<file path="src/rtl/pipe_ctl_pkg.sv">
// ---------------------------------------------------------------------------
// pipe_ctl_pkg : shared state encodings, forwarding selects, exception codes
// Rev 1.0
// ---------------------------------------------------------------------------
`default_nettype none

package pipe_ctl_pkg;

  typedef enum logic [2:0] {
    ST_RUN    = 3'd0,
    ST_FLUSH  = 3'd1,
    ST_DRAIN  = 3'd2,
    ST_HALTED = 3'd3
  } state_t;

  localparam logic [1:0] FWD_REG = 2'd0;
  localparam logic [1:0] FWD_EX  = 2'd1;
  localparam logic [1:0] FWD_WB  = 2'd2;

  // Any nonzero code other than TRAP_STALL is fatal.
  localparam logic [7:0] EXC_NONE     = 8'h00;
  localparam logic [7:0] EXC_ILLEGAL  = 8'h01;
  localparam logic [7:0] EXC_OVERFLOW = 8'h02;
  localparam logic [7:0] EXC_ADDR     = 8'h03;
  localparam logic [7:0] TRAP_STALL   = 8'h80;

endpackage

`default_nettype wire

</file>
<file path="src/rtl/pipe_fwd_unit.sv">
// ---------------------------------------------------------------------------
// pipe_fwd_unit : forwarding select and load hit for one ID source register
// Rev 1.0
// ---------------------------------------------------------------------------
`default_nettype none

module pipe_fwd_unit
  import pipe_ctl_pkg::*;
#(
  parameter int REG_AW = 5
) (
  input  logic [REG_AW-1:0] src,
  input  logic [REG_AW-1:0] ex_rd,
  input  logic              ex_wen,
  input  logic              ex_load,
  input  logic [REG_AW-1:0] mem_rd,
  input  logic              mem_wen,
  output logic [1:0]        sel,
  output logic              load_hit
);

  logic w_nz;
  assign w_nz = (src != '0);

  // EX is younger than MEM, so it takes priority; a load in EX has no data yet.
  always_comb begin
    sel = FWD_REG;
    if (w_nz && ex_wen && !ex_load && (ex_rd == src))
      sel = FWD_EX;
    else if (w_nz && mem_wen && (mem_rd == src))
      sel = FWD_WB;
  end

  assign load_hit = w_nz && ex_load && (ex_rd == src);

endmodule

`default_nettype wire

</file>
<file path="src/rtl/pipe_ctl.sv">
// ---------------------------------------------------------------------------
// pipe_ctl : hazard/flush/drain controller; PIPE_CTL_STATS_EN adds counters
// Rev 1.0
// ---------------------------------------------------------------------------
`default_nettype none

module pipe_ctl
  import pipe_ctl_pkg::*;
#(
  parameter int REG_AW       = 5,
  parameter int EXC_W        = 8,
  parameter int BR_FLUSH     = 1,
  parameter int DRAIN_CYCLES = 3,
  parameter int CNT_W        = 32
) (
  input  logic              clk,
  input  logic              rst,
  input  logic [REG_AW-1:0] id_rs,
  input  logic [REG_AW-1:0] id_rt,
  input  logic              id_use_rs,
  input  logic              id_use_rt,
  input  logic [REG_AW-1:0] ex_rd,
  input  logic              ex_wen,
  input  logic              ex_load,
  input  logic [REG_AW-1:0] mem_rd,
  input  logic              mem_wen,
  input  logic [EXC_W-1:0]  wb_exc,
  input  logic              br_enable,
  output logic              pc_stall,
  output logic              id_stall,
  output logic              ex_bubble,
  output logic              id_flush,
  output logic [1:0]        fwd_rs_sel,
  output logic [1:0]        fwd_rt_sel,
  output logic              halted,
  output logic [2:0]        state,
  output logic [CNT_W-1:0]  stat_stalls,
  output logic [CNT_W-1:0]  stat_flushes
);

  localparam logic [7:0] FLUSH_LAST = 8'((BR_FLUSH > 1) ? (BR_FLUSH - 2) : 0);
  localparam logic [7:0] DRAIN_LAST = 8'(DRAIN_CYCLES - 1);

  state_t     r_state, w_state_nxt;
  logic [7:0] r_flush_cnt, w_flush_cnt_nxt;
  logic [7:0] r_drain_cnt, w_drain_cnt_nxt;
  logic       w_rs_load, w_rt_load, w_luse, w_trap, w_fatal;

  pipe_fwd_unit #(.REG_AW(REG_AW)) u_fwd_rs (
    .src      (id_rs),
    .ex_rd    (ex_rd),
    .ex_wen   (ex_wen),
    .ex_load  (ex_load),
    .mem_rd   (mem_rd),
    .mem_wen  (mem_wen),
    .sel      (fwd_rs_sel),
    .load_hit (w_rs_load)
  );

  pipe_fwd_unit #(.REG_AW(REG_AW)) u_fwd_rt (
    .src      (id_rt),
    .ex_rd    (ex_rd),
    .ex_wen   (ex_wen),
    .ex_load  (ex_load),
    .mem_rd   (mem_rd),
    .mem_wen  (mem_wen),
    .sel      (fwd_rt_sel),
    .load_hit (w_rt_load)
  );

  assign w_luse  = (id_use_rs && w_rs_load) || (id_use_rt && w_rt_load);
  assign w_trap  = (wb_exc == EXC_W'(TRAP_STALL));
  assign w_fatal = (wb_exc != '0) && !w_trap;

  always_ff @(posedge clk or negedge rst) begin
    if (!rst) begin
      r_state     <= ST_RUN;
      r_flush_cnt <= '0;
      r_drain_cnt <= '0;
    end else begin
      r_state     <= w_state_nxt;
      r_flush_cnt <= w_flush_cnt_nxt;
      r_drain_cnt <= w_drain_cnt_nxt;
    end
  end

  always_comb begin
    w_state_nxt     = r_state;
    w_flush_cnt_nxt = r_flush_cnt;
    w_drain_cnt_nxt = r_drain_cnt;
    pc_stall        = 1'b0;
    id_stall        = 1'b0;
    ex_bubble       = 1'b0;
    id_flush        = 1'b0;
    halted          = 1'b0;
    unique case (r_state)
      ST_RUN: begin
        if (w_fatal) begin
          w_state_nxt     = ST_DRAIN;
          w_drain_cnt_nxt = '0;
        end else if (br_enable) begin
          // The squashed instruction cannot need a load-use stall.
          id_flush = 1'b1;
          if (BR_FLUSH > 1) begin
            w_state_nxt     = ST_FLUSH;
            w_flush_cnt_nxt = '0;
          end
        end else if (w_luse) begin
          pc_stall  = 1'b1;
          id_stall  = 1'b1;
          ex_bubble = 1'b1;
        end else if (w_trap) begin
          pc_stall = 1'b1;
          id_stall = 1'b1;
        end
      end
      ST_FLUSH: begin
        if (w_fatal) begin
          w_state_nxt     = ST_DRAIN;
          w_drain_cnt_nxt = '0;
        end else begin
          id_flush = 1'b1;
          if (r_flush_cnt == FLUSH_LAST)
            w_state_nxt = ST_RUN;
          else
            w_flush_cnt_nxt = r_flush_cnt + 8'd1;
        end
      end
      ST_DRAIN: begin
        pc_stall = 1'b1;
        id_stall = 1'b1;
        id_flush = 1'b1;
        if (r_drain_cnt == DRAIN_LAST)
          w_state_nxt = ST_HALTED;
        else
          w_drain_cnt_nxt = r_drain_cnt + 8'd1;
      end
      ST_HALTED: begin
        pc_stall  = 1'b1;
        id_stall  = 1'b1;
        id_flush  = 1'b1;
        ex_bubble = 1'b1;
        halted    = 1'b1;
      end
      default: w_state_nxt = ST_RUN;
    endcase
  end

  assign state = r_state;

`ifdef PIPE_CTL_STATS_EN
  logic             w_stall_inc, w_flush_inc;
  logic [CNT_W-1:0] r_stat_stalls, r_stat_flushes;

  assign w_stall_inc = (r_state == ST_RUN) && !w_fatal && !br_enable && w_luse;
  assign w_flush_inc = id_flush && ((r_state == ST_RUN) || (r_state == ST_FLUSH));

  always_ff @(posedge clk or negedge rst) begin
    if (!rst) begin
      r_stat_stalls  <= '0;
      r_stat_flushes <= '0;
    end else begin
      if (w_stall_inc) r_stat_stalls  <= r_stat_stalls + 1'b1;
      if (w_flush_inc) r_stat_flushes <= r_stat_flushes + 1'b1;
    end
  end

  assign stat_stalls  = r_stat_stalls;
  assign stat_flushes = r_stat_flushes;
`else
  assign stat_stalls  = '0;
  assign stat_flushes = '0;
`endif

endmodule

`default_nettype wire
</file>
<file path="config.mk">
export PLATFORM = sky130hd
export DESIGN_NAME = pipe_ctl
export DESIGN_NICKNAME = d
export VERILOG_FILES = /design/src/rtl/pipe_ctl_pkg.sv /design/src/rtl/pipe_fwd_unit.sv /design/src/rtl/pipe_ctl.sv
export SDC_FILE = /design/constraint.sdc
export NUM_CORES = 1
export LEC_CHECK = 0
export BUFFER_PORTS_ARGS = -buffer_cell sky130_fd_sc_hd__buf_2
export CAP_MARGIN = 25
export CORE_ASPECT_RATIO = 2
export CORE_MARGIN = 2
export CORE_UTILIZATION = 33
export DETAILED_ROUTE_END_ITERATION = 8
export GPL_TIMING_DRIVEN = 0
export RECOVER_POWER = 25
export SETUP_SLACK_MARGIN = 0.15
export SYNTH_ARGS = -nofsm -noshare
export SYNTH_HDL_FRONTEND = slang
export SYNTH_SLANG_ARGS = --single-unit
</file>
<file path="constraint.sdc">
create_clock -name clk -period 7.2 [get_ports clk]
set_clock_uncertainty 0.2 [all_clocks]
set_input_delay 1.8 -clock clk [delete_from_list [all_inputs] [get_ports clk]]
set_output_delay 1.8 -clock clk [all_outputs]
set_load 0.01 [all_outputs]
</file>
## After elaboration in Yosys (flattened, before gate mapping)

Cells that the tools add are included.

- Output and inout bits: 76
- Memories: 0
- Word-level logic and storage cells: 79
- Flip-flop bits (word level): 19
- ROM bits: 0
- Input port bits: 36
- RAM bits: 0
- Latch bits: 0

- Order comparisons: 0
- Multiply operators: 0
- Shift-type cells: 0
- Reduce and logical (&&, ||, !) cells: 31
- $add $sub $neg: 2
- Equal/unequal tests: 14
- Mux-type cells: 26
- Bitwise gates (word level): 3
- Divide/modulo/power cells: 0

Operators by type and width:

| cell | number |
|---|---|
| $eq 5x5->1 | 4 |
| $logic_and 1x1->1 | 17 |
| $add 8x1->8 const B | 2 |
| $mux 8 | 2 |
| $pmux 8 s2 | 1 |
| $mux 3 | 4 |
| $pmux 3 s4 | 1 |
| $mux 1 | 11 |
| $reduce_bool 5->1 | 2 |
| $eq 8x2->1 const B | 1 |
| $eq 8x8->1 const B | 1 |
| $logic_not 8->1 | 1 |
| $mux 2 | 4 |
| $reduce_bool 8->1 | 1 |
| $eq 3x2->1 const B | 2 |
| $ne 2x2->1 const B | 3 |
| $reduce_and 3->1 | 2 |
| $pmux 1 s2 | 2 |
| $reduce_and 4->1 | 1 |
| $reduce_or 2->1 | 2 |
| $eq 3x1->1 const B | 1 |
| $logic_not 3->1 | 1 |
| $ne 3x3->1 const B | 1 |
| $not 1->1 | 3 |
| 5 further kinds | 6 |

## Depth between registers and ports, before layout

Gate-level depths: netlist of the first run.

- Depth in word-level cells: 9
- Depth in mapped cells: 7
- Mapped depth without buffers: 7

## Hierarchy

A second synthesis of the first run with hierarchy kept.

- Cell total of the unflattened synthesis: 227
- Area total of the unflattened synthesis: 2,020.7 µm²

Modules (own cells, without submodules):

| module | area each (µm²) | sequential area each (µm²) | cells an instance | times used |
|---|---|---|---|---|
| pipe_ctl | 1,685.4 | 450.4 | 187 | 1 |
| pipe_fwd_unit | 167.7 | 0.0 | 20 | 2 |

## Worst setup path before layout of the first run

OpenSTA, ideal clock, no wires.

- Kind: in2out
- From: input port wb_exc[3]
- To: output port pc_stall
- Path slack: 2.011 ns
- Cell stages on the path: 5
- Data required time: 5.200 ns
- Data arrival time: 3.189 ns
- Buffers on the path: 1
- Cells stage by stage: or4_4 nor3_1 a21boi_1 o22ai_1 buf_4

- Cells in the longest elaborated chain, start to end: 6
- Elaborated cells between the ends (all ways): 9
- Classes of those cells: 1 x eq/ne; 5 x mux; 3 x reduce/logical

RTL lines:

| item | line | RTL |
|---|---|---|
| from (decl) | pipe_ctl.sv:27 | `input logic [EXC_W-1:0] wb_exc,` |
| $eq 8x8->1 | pipe_ctl.sv:72 | `assign w_trap = (wb_exc == EXC_W'(TRAP_STALL));` |
| $mux 1 (3 in a row) | -- |  |
| $mux 1 * | -- |  |
| $pmux 1 s2 * | -- |  |
| to (decl) | pipe_ctl.sv:29 | `output logic pc_stall,` |

Every way passes the cells marked *; elsewhere a longest branch is shown, timed or not.

## Worst setup path in the final report of the first run

- From: input port wb_exc[3]
- To: output port pc_stall

- Cells in the longest elaborated chain, start to end: 6
- Elaborated cells between the ends (all ways): 9
- Classes of those cells: 1 x eq/ne; 5 x mux; 3 x reduce/logical

RTL lines:

| item | line | RTL |
|---|---|---|
| $eq 8x8->1 | pipe_ctl.sv:72 |  |
| $mux 1 | pipe_ctl.sv:112 | `end else if (w_trap) begin` |
| $mux 1 | pipe_ctl.sv:108 | `end else if (w_luse) begin` |
| $mux 1 | pipe_ctl.sv:101 | `end else if (br_enable) begin` |
| $mux 1 * | pipe_ctl.sv:98 | `if (w_fatal) begin` |
| $pmux 1 s2 * | pipe_ctl.sv:96 | `unique case (r_state)` |

Marks and branches as above.

==> results of run 1 <==
==> cells in the mapped netlist, types with 3 or more instances <==
cell,count
dfrtp_1,18
nor4_1,4
nand2_1,8
xnor2_1,22
buf_4,66
inv_1,6
nor2_1,13
and3_1,4
nor3_1,3
nand3_1,3
ha_1,8
xor2_1,10
nand4_1,10
a21oi_1,7
==> sequential cells by signal (all words and copies together) (netlist names) <==
name,count
r_drain_cnt,8
r_flush_cnt,8
state,2
==> power by group <==
part | switching [W] | leakage, nW | internal (W) | total (W)
clock network | 0.0000330 | 0.0370 | 0.0000728 | 0.000106
registers | 0.0000199 | 0.236 | 0.000116 | 0.000136
logic | 0.000140 | 1.09 | 0.000117 | 0.000257
total | 0.000193 | 1.37 | 0.000306 | 0.000499
==> metal layers <==
metal | global-route usage [%] | routed length (um) | share of wire [%]
met2 | 20.0 | 1930 | 53
met3 | 1.75 | 228 | 6.2
met1 | 15.3 | 1520 | 41
met4 | 1.55 | 0 | 0
met5 | 0 | 0 | 0
==> final cells by class <==
cell class | count | area, um2 | area share, %
sequential | 18 | 450 | 17.9
multi-input combinational | 188 | 1150 | 45.8
inverter | 7 | 26.3 | 1.04
timing repair buffer | 46 | 229 | 9.10
clock buffer | 3 | 75.1 | 2.98
buffer | 67 | 507 | 20.1
tap | 61 | 76.3 | 3.03
==> cells by family (layout without fill, tap and decap cells) <==
group	count (synthesis)	count (layout)	share of synthesized area (%)
buf+inv	74	123	28.1
simple gates	60	60	18.3
xor+xnor	32	32	14.8
compound gates	22	22	9.04
flops	18	18	23.8
fa+ha+maj	8	8	5.28
other cells	1	65	0.198
mux	1	1	0.528
==> through the flow <==
step	setup slack, ns	instances	hold WS, ns	utilization, %	power, W
3_3_place_gp	1.88	387	0.292	43.5	0.000390
2_1_floorplan	2.01	280	0.265	-	0.000322
3_5_place_dp	1.85	387	0.296	43.5	0.000393
5_1_grt	1.73	390	0.323	44.8	0.000540
6_report	1.86	390	0.296	44.8	0.000499
4_1_cts	1.86	390	0.301	44.9	0.000503
==> how the worst max path moves through the flow <==
| stage | end | from | depth (start not counted) | slack, ns |
|---|---|---|---|---|
| 2_1_floorplan | pc_stall | wb_exc[3] | 5 | 2.01 |
| 3_3_place_gp | pc_stall | wb_exc[3] | 7 | 1.88 |
| 3_5_place_dp | pc_stall | wb_exc[3] | 7 | 1.85 |
| 4_1_cts | pc_stall | wb_exc[3] | 7 | 1.86 |
| 5_1_grt | pc_stall | wb_exc[3] | 7 | 1.73 |
| 6_report | pc_stall | wb_exc[3] | 7 | 1.86 |
==> worst reg2reg max path: stages, from the launching register on <==
cell and delay (ns):
dfrtp_1 0.42, inv_1 0.11, ha_1 0.28, inv_1 0.17
a2111oi_4 0.56, nor2_1 0.13, a21oi_1 0.14, a21oi_1 0.05
==> flow_metrics.env, run 1 <==
export IMPL_portBuffers=46
export IMPL_worst_skew_pair_late_latency_ns=0.24
export IMPL_path_common_cell="buf_2"
export IMPL_yosysTopAreaCellShare_pct=26.1
export IMPL_core_um2=5610
export IMPL_die_w_um=57.6
export IMPL_finalSetupViolations=0
export IMPL_firstDrtPassIters=4
export IMPL_ios=112
export IMPL_maxSlewHeadroom_pct=39.1
export IMPL_required_ns=5.20
export IMPL_fin_nets=375
export IMPL_wl_um=3680
export IMPL_drtIter0Drc=32
export IMPL_worstHoldPathType="reg -> reg"
export IMPL_outcome="finished clean"
export IMPL_synth_cells=216
export IMPL_cts_setup_buffers=0
export IMPL_hold_end="r_flush_cnt[7]"
export IMPL_clock_sinks=18
export IMPL_power_leakage_nw=1.37
export IMPL_syn_area_per_cell_um2=8.78
export IMPL_hold_depth=1
export IMPL_async_flop_share_pct=100
export IMPL_dpl_cell_area_um2=2440
export IMPL_worst_pin_slew_ns=0.914
export IMPL_cp_max_fo=5
export IMPL_final_cell_mix="buf_4, conb_1, buf_2, xnor2_1, dfrtp_1"
export IMPL_yosysWarnings=0
export IMPL_r2r_start="state[1]"
export IMPL_yosysSeqAreaShare_pct=23.8
export IMPL_cts_tree="done"
export IMPL_overflow=0
export IMPL_crit_slowest_cell="or4_4"
export IMPL_ctsResizeCount=0
export IMPL_htreeDepth=1
export IMPL_initial_utilization_pct=33.8
export IMPL_grt_max_degree=19
export IMPL_syn_to_final_growth_pct=32.7
export IMPL_reg2regPathDepth=7
export IMPL_synth_area_um2=1900
export IMPL_path_delay_family="simple AND/OR/NAND/NOR gates"
export IMPL_max_cap_viol_count=0
export IMPL_ctsRootBufferMaster="clkbuf_16"
export IMPL_finalMaxSlewViolations=0
export IMPL_via_per_inst=4.09
export IMPL_mostFrequentLayoutCell="buf_4"
export IMPL_dp_hpwl_um=3250
export IMPL_worstHoldStart="r_flush_cnt[7]"
export IMPL_hold_violations=0
export IMPL_fin_crit_sh_pct=74.1
export IMPL_fp_row_count=39
export IMPL_grt_pass1_vias=1471
export IMPL_ant_nets=0
export IMPL_path_class="in -> out"
export IMPL_die_h_um=111
export IMPL_antenna_cells=0
export IMPL_drive_gt1_share_pct=36.8
export IMPL_drc_errors=0
export IMPL_yosys_cell_types_count=41
export IMPL_power_density_nw_per_um2=198
export IMPL_r2r_end="state[1]"
export IMPL_grt_usage_pct=11.6
export IMPL_synth_ff_type="dfrtp_1"
export IMPL_fillers=570
export IMPL_yosysTopAreaCell="buf_4"
export IMPL_synth_edf_count=0
export IMPL_synth_seq_cells=18
export IMPL_finalSetupTns_ns=0
export IMPL_die_area_um2=6400
export IMPL_grt_pass1_wl_um=6310
export IMPL_period_minus_slack_ns=5.34
export IMPL_ctsHoldBuffers=0
export IMPL_rrSetupSlack_ns=5.01
export IMPL_wire_per_inst_um=9.43
export IMPL_rsz0062_at_grt="no"
export IMPL_critPathArrivalTime_ns=3.34
export IMPL_worst_path_buf_inv=3
export IMPL_place_congestion=0.839
export IMPL_critPathMaxStageDelay_ns=0.57
export IMPL_cts_path_max_buffers=2
export IMPL_cts_inserted_buffers=3
export IMPL_fmax_mhz=187
export IMPL_clkSlewWorstSetupHoldPaths_ns=0.05
export IMPL_num_vias=1597
export IMPL_ir_drop_mv=0.222
export IMPL_yosys_top_cells_area="buf_4, dfrtp_1, xnor2_1"
export IMPL_cp_end_kind="output pin"
export IMPL_start_kind="primary input"
export IMPL_antenna_found_initial=0
export IMPL_final_area_um2=2520
export IMPL_path_cells="buf_2 > or4_4 > nor3_1 > a21boi_1 > o22ai_1 > buf_4 > buf_2"
(Power assumes the default switching activity.)
==> run 2: changes to the inputs <==
Settings changed: PLACE_DENSITY from default to 0.66.
Clock period 7.2 ns to 4.7 ns, I/O delays scaled along.
==> flow_metrics.env, run 2 (same netlist as run 1, synthesis figures left out) <==
export IMPL_outcome="finished clean"
export IMPL_firstDrtPassIters=4
export IMPL_portBuffers=46
export IMPL_via_per_inst=4.09
export IMPL_htreeDepth=1
export IMPL_grt_pass1_wl_um=6470
export IMPL_ios=112
export IMPL_finalMaxSlewViolations=0
export IMPL_cp_num_cells=7
export IMPL_drt_met1_wl_um=1590
export IMPL_die_area_um2=6400
export IMPL_maxSlewHeadroom_pct=35.5
export IMPL_wl_met2_um=1920
export IMPL_period_minus_slack_ns=4.25
export IMPL_wl_um=3900
export IMPL_final_cell_mix="buf_4, conb_1, buf_2, xnor2_1, dfrtp_1"
export IMPL_clock_sinks=18
export IMPL_cts_inserted_buffers=3
export IMPL_place_congestion=0.865
export IMPL_initial_utilization_pct=33.8
export IMPL_power_density_nw_per_um2=307
export IMPL_endpoint="pc_stall"
export IMPL_path_delay_family="simple AND/OR/NAND/NOR gates"
export IMPL_ctsResizeCount=0
export IMPL_antenna_found_initial=0
export IMPL_path_class="in -> out"
export IMPL_worstHoldPathType="reg -> reg"
export IMPL_finalSetupViolations=0
export IMPL_num_vias=1595
export IMPL_ctsHoldBuffers=0
export IMPL_dp_hpwl_um=3440
export IMPL_critPathArrivalTime_ns=2.88
export IMPL_fp_row_count=39
export IMPL_start_kind="primary input"
export IMPL_fillers=562
export IMPL_worst_skew_pair_late_latency_ns=0.25
export IMPL_ant_nets=0
export IMPL_rrSetupSlack_ns=2.53
export IMPL_cp_end_kind="output pin"
export IMPL_wire_per_inst_um=10.0
export IMPL_wl_met3_um=303
export IMPL_path_common_cell="buf_2"
export IMPL_final_core_util_pct=44.8
export IMPL_rsz0062_at_grt="no"
export IMPL_top_layer_used="met4"
export IMPL_drive_gt1_share_pct=36.8
export IMPL_overflow=0
export IMPL_critPathMaxStageDelay_ns=0.57
export IMPL_core_um2=5610
export IMPL_startpoint="wb_exc[3]"
export IMPL_ctsRootBufferMaster="clkbuf_16"
export IMPL_syn_to_final_growth_pct=32.7
export IMPL_die_w_um=57.6
export IMPL_ir_drop_mv=0.354
export IMPL_grt_pass1_vias=1525
export IMPL_fin_crit_sh_pct=90.5
export IMPL_die_h_um=111
export IMPL_power_leakage_nw=1.37
export IMPL_reg2regPathDepth=7
export IMPL_cp_max_fo=5
export IMPL_finalSetupTns_ns=0
export IMPL_cts_setup_buffers=0
export IMPL_grt_max_degree=19
export IMPL_cts_path_max_buffers=2
export IMPL_worst_pin_slew_ns=0.967
export IMPL_crit_slowest_cell="or4_4"
export IMPL_path_cells="buf_2 > or4_4 > nor3_1 > a21boi_1 > o22ai_1 > buf_4 > buf_2"
export IMPL_mostFrequentLayoutCell="buf_4"
export IMPL_clkSlewWorstSetupHoldPaths_ns=0.05
export IMPL_grt_usage_pct=12.3
export IMPL_fmax_mhz=235
export IMPL_worst_path_buf_inv=3
export IMPL_cts_tree="done"
export IMPL_fin_nets=375
export IMPL_drtIter0Drc=54
export IMPL_required_ns=3.32
export IMPL_max_cap_viol_count=0
export IMPL_r2r_start="state[1]"
export IMPL_drc_errors=0
export IMPL_hold_violations=0
export IMPL_r2r_end="state[1]"
export IMPL_antenna_cells=0
-- run 2: per-stage QoR --
step | setup WS, ns | hold WS [ns] | area, um2 | power [W] | cells
final | 0.446 | 0.290 | 2520 | 0.000771 | 390
after global routing | 0.396 | 0.328 | 2520 | 0.000827 | 390
after CTS | 0.490 | 0.295 | 2520 | 0.000776 | 390
after detailed placement | 0.490 | 0.285 | 2440 | 0.000605 | 387
after global placement | 0.536 | 0.287 | 2440 | 0.000596 | 387
after floorplan | 0.761 | 0.265 | 2140 | 0.000493 | 280
-- run 2: how the worst min path moves through the flow --
| stage | depth (start not counted) | slack (ns) | endpoint | startpoint |
|---|---|---|---|---|
| after floorplan | 1 | 0.27 | r_flush_cnt[7] | r_flush_cnt[7] |
| after CTS | 1 | 0.30 | r_flush_cnt[7] | r_flush_cnt[7] |
| after detailed placement | 1 | 0.29 | r_flush_cnt[7] | r_flush_cnt[7] |
| after global placement | 1 | 0.29 | r_flush_cnt[7] | r_flush_cnt[7] |
| final | 1 | 0.29 | r_flush_cnt[7] | r_flush_cnt[7] |
| after global routing | 1 | 0.33 | r_flush_cnt[7] | r_flush_cnt[7] |
-- run 2: layer usage --
layer  up-vias  track usage (%)
met4         0             6.20
li1        829                -
met1       682             15.4
met5         -                0
met3         8             1.52
met2        76             20.1
-- run 2: where the power goes --
part           switching (W)  internal (W)
Sequential         0.0000302      0.000178
Clock              0.0000527      0.000112
Combinational       0.000220      0.000179
Total               0.000303      0.000469
-- run 2: layout make-up --
class / instances / area, um2 / share of cell area [%]
Clock buffer: 3 / 75.1 / 2.98
Sequential cell: 18 / 450 / 17.9
Multi-Input combinational cell: 188 / 1150 / 45.8
Inverter: 7 / 26.3 / 1.04
Timing Repair Buffer: 46 / 229 / 9.10
Buffer: 67 / 507 / 20.1
Tap cell: 61 / 76.3 / 3.03
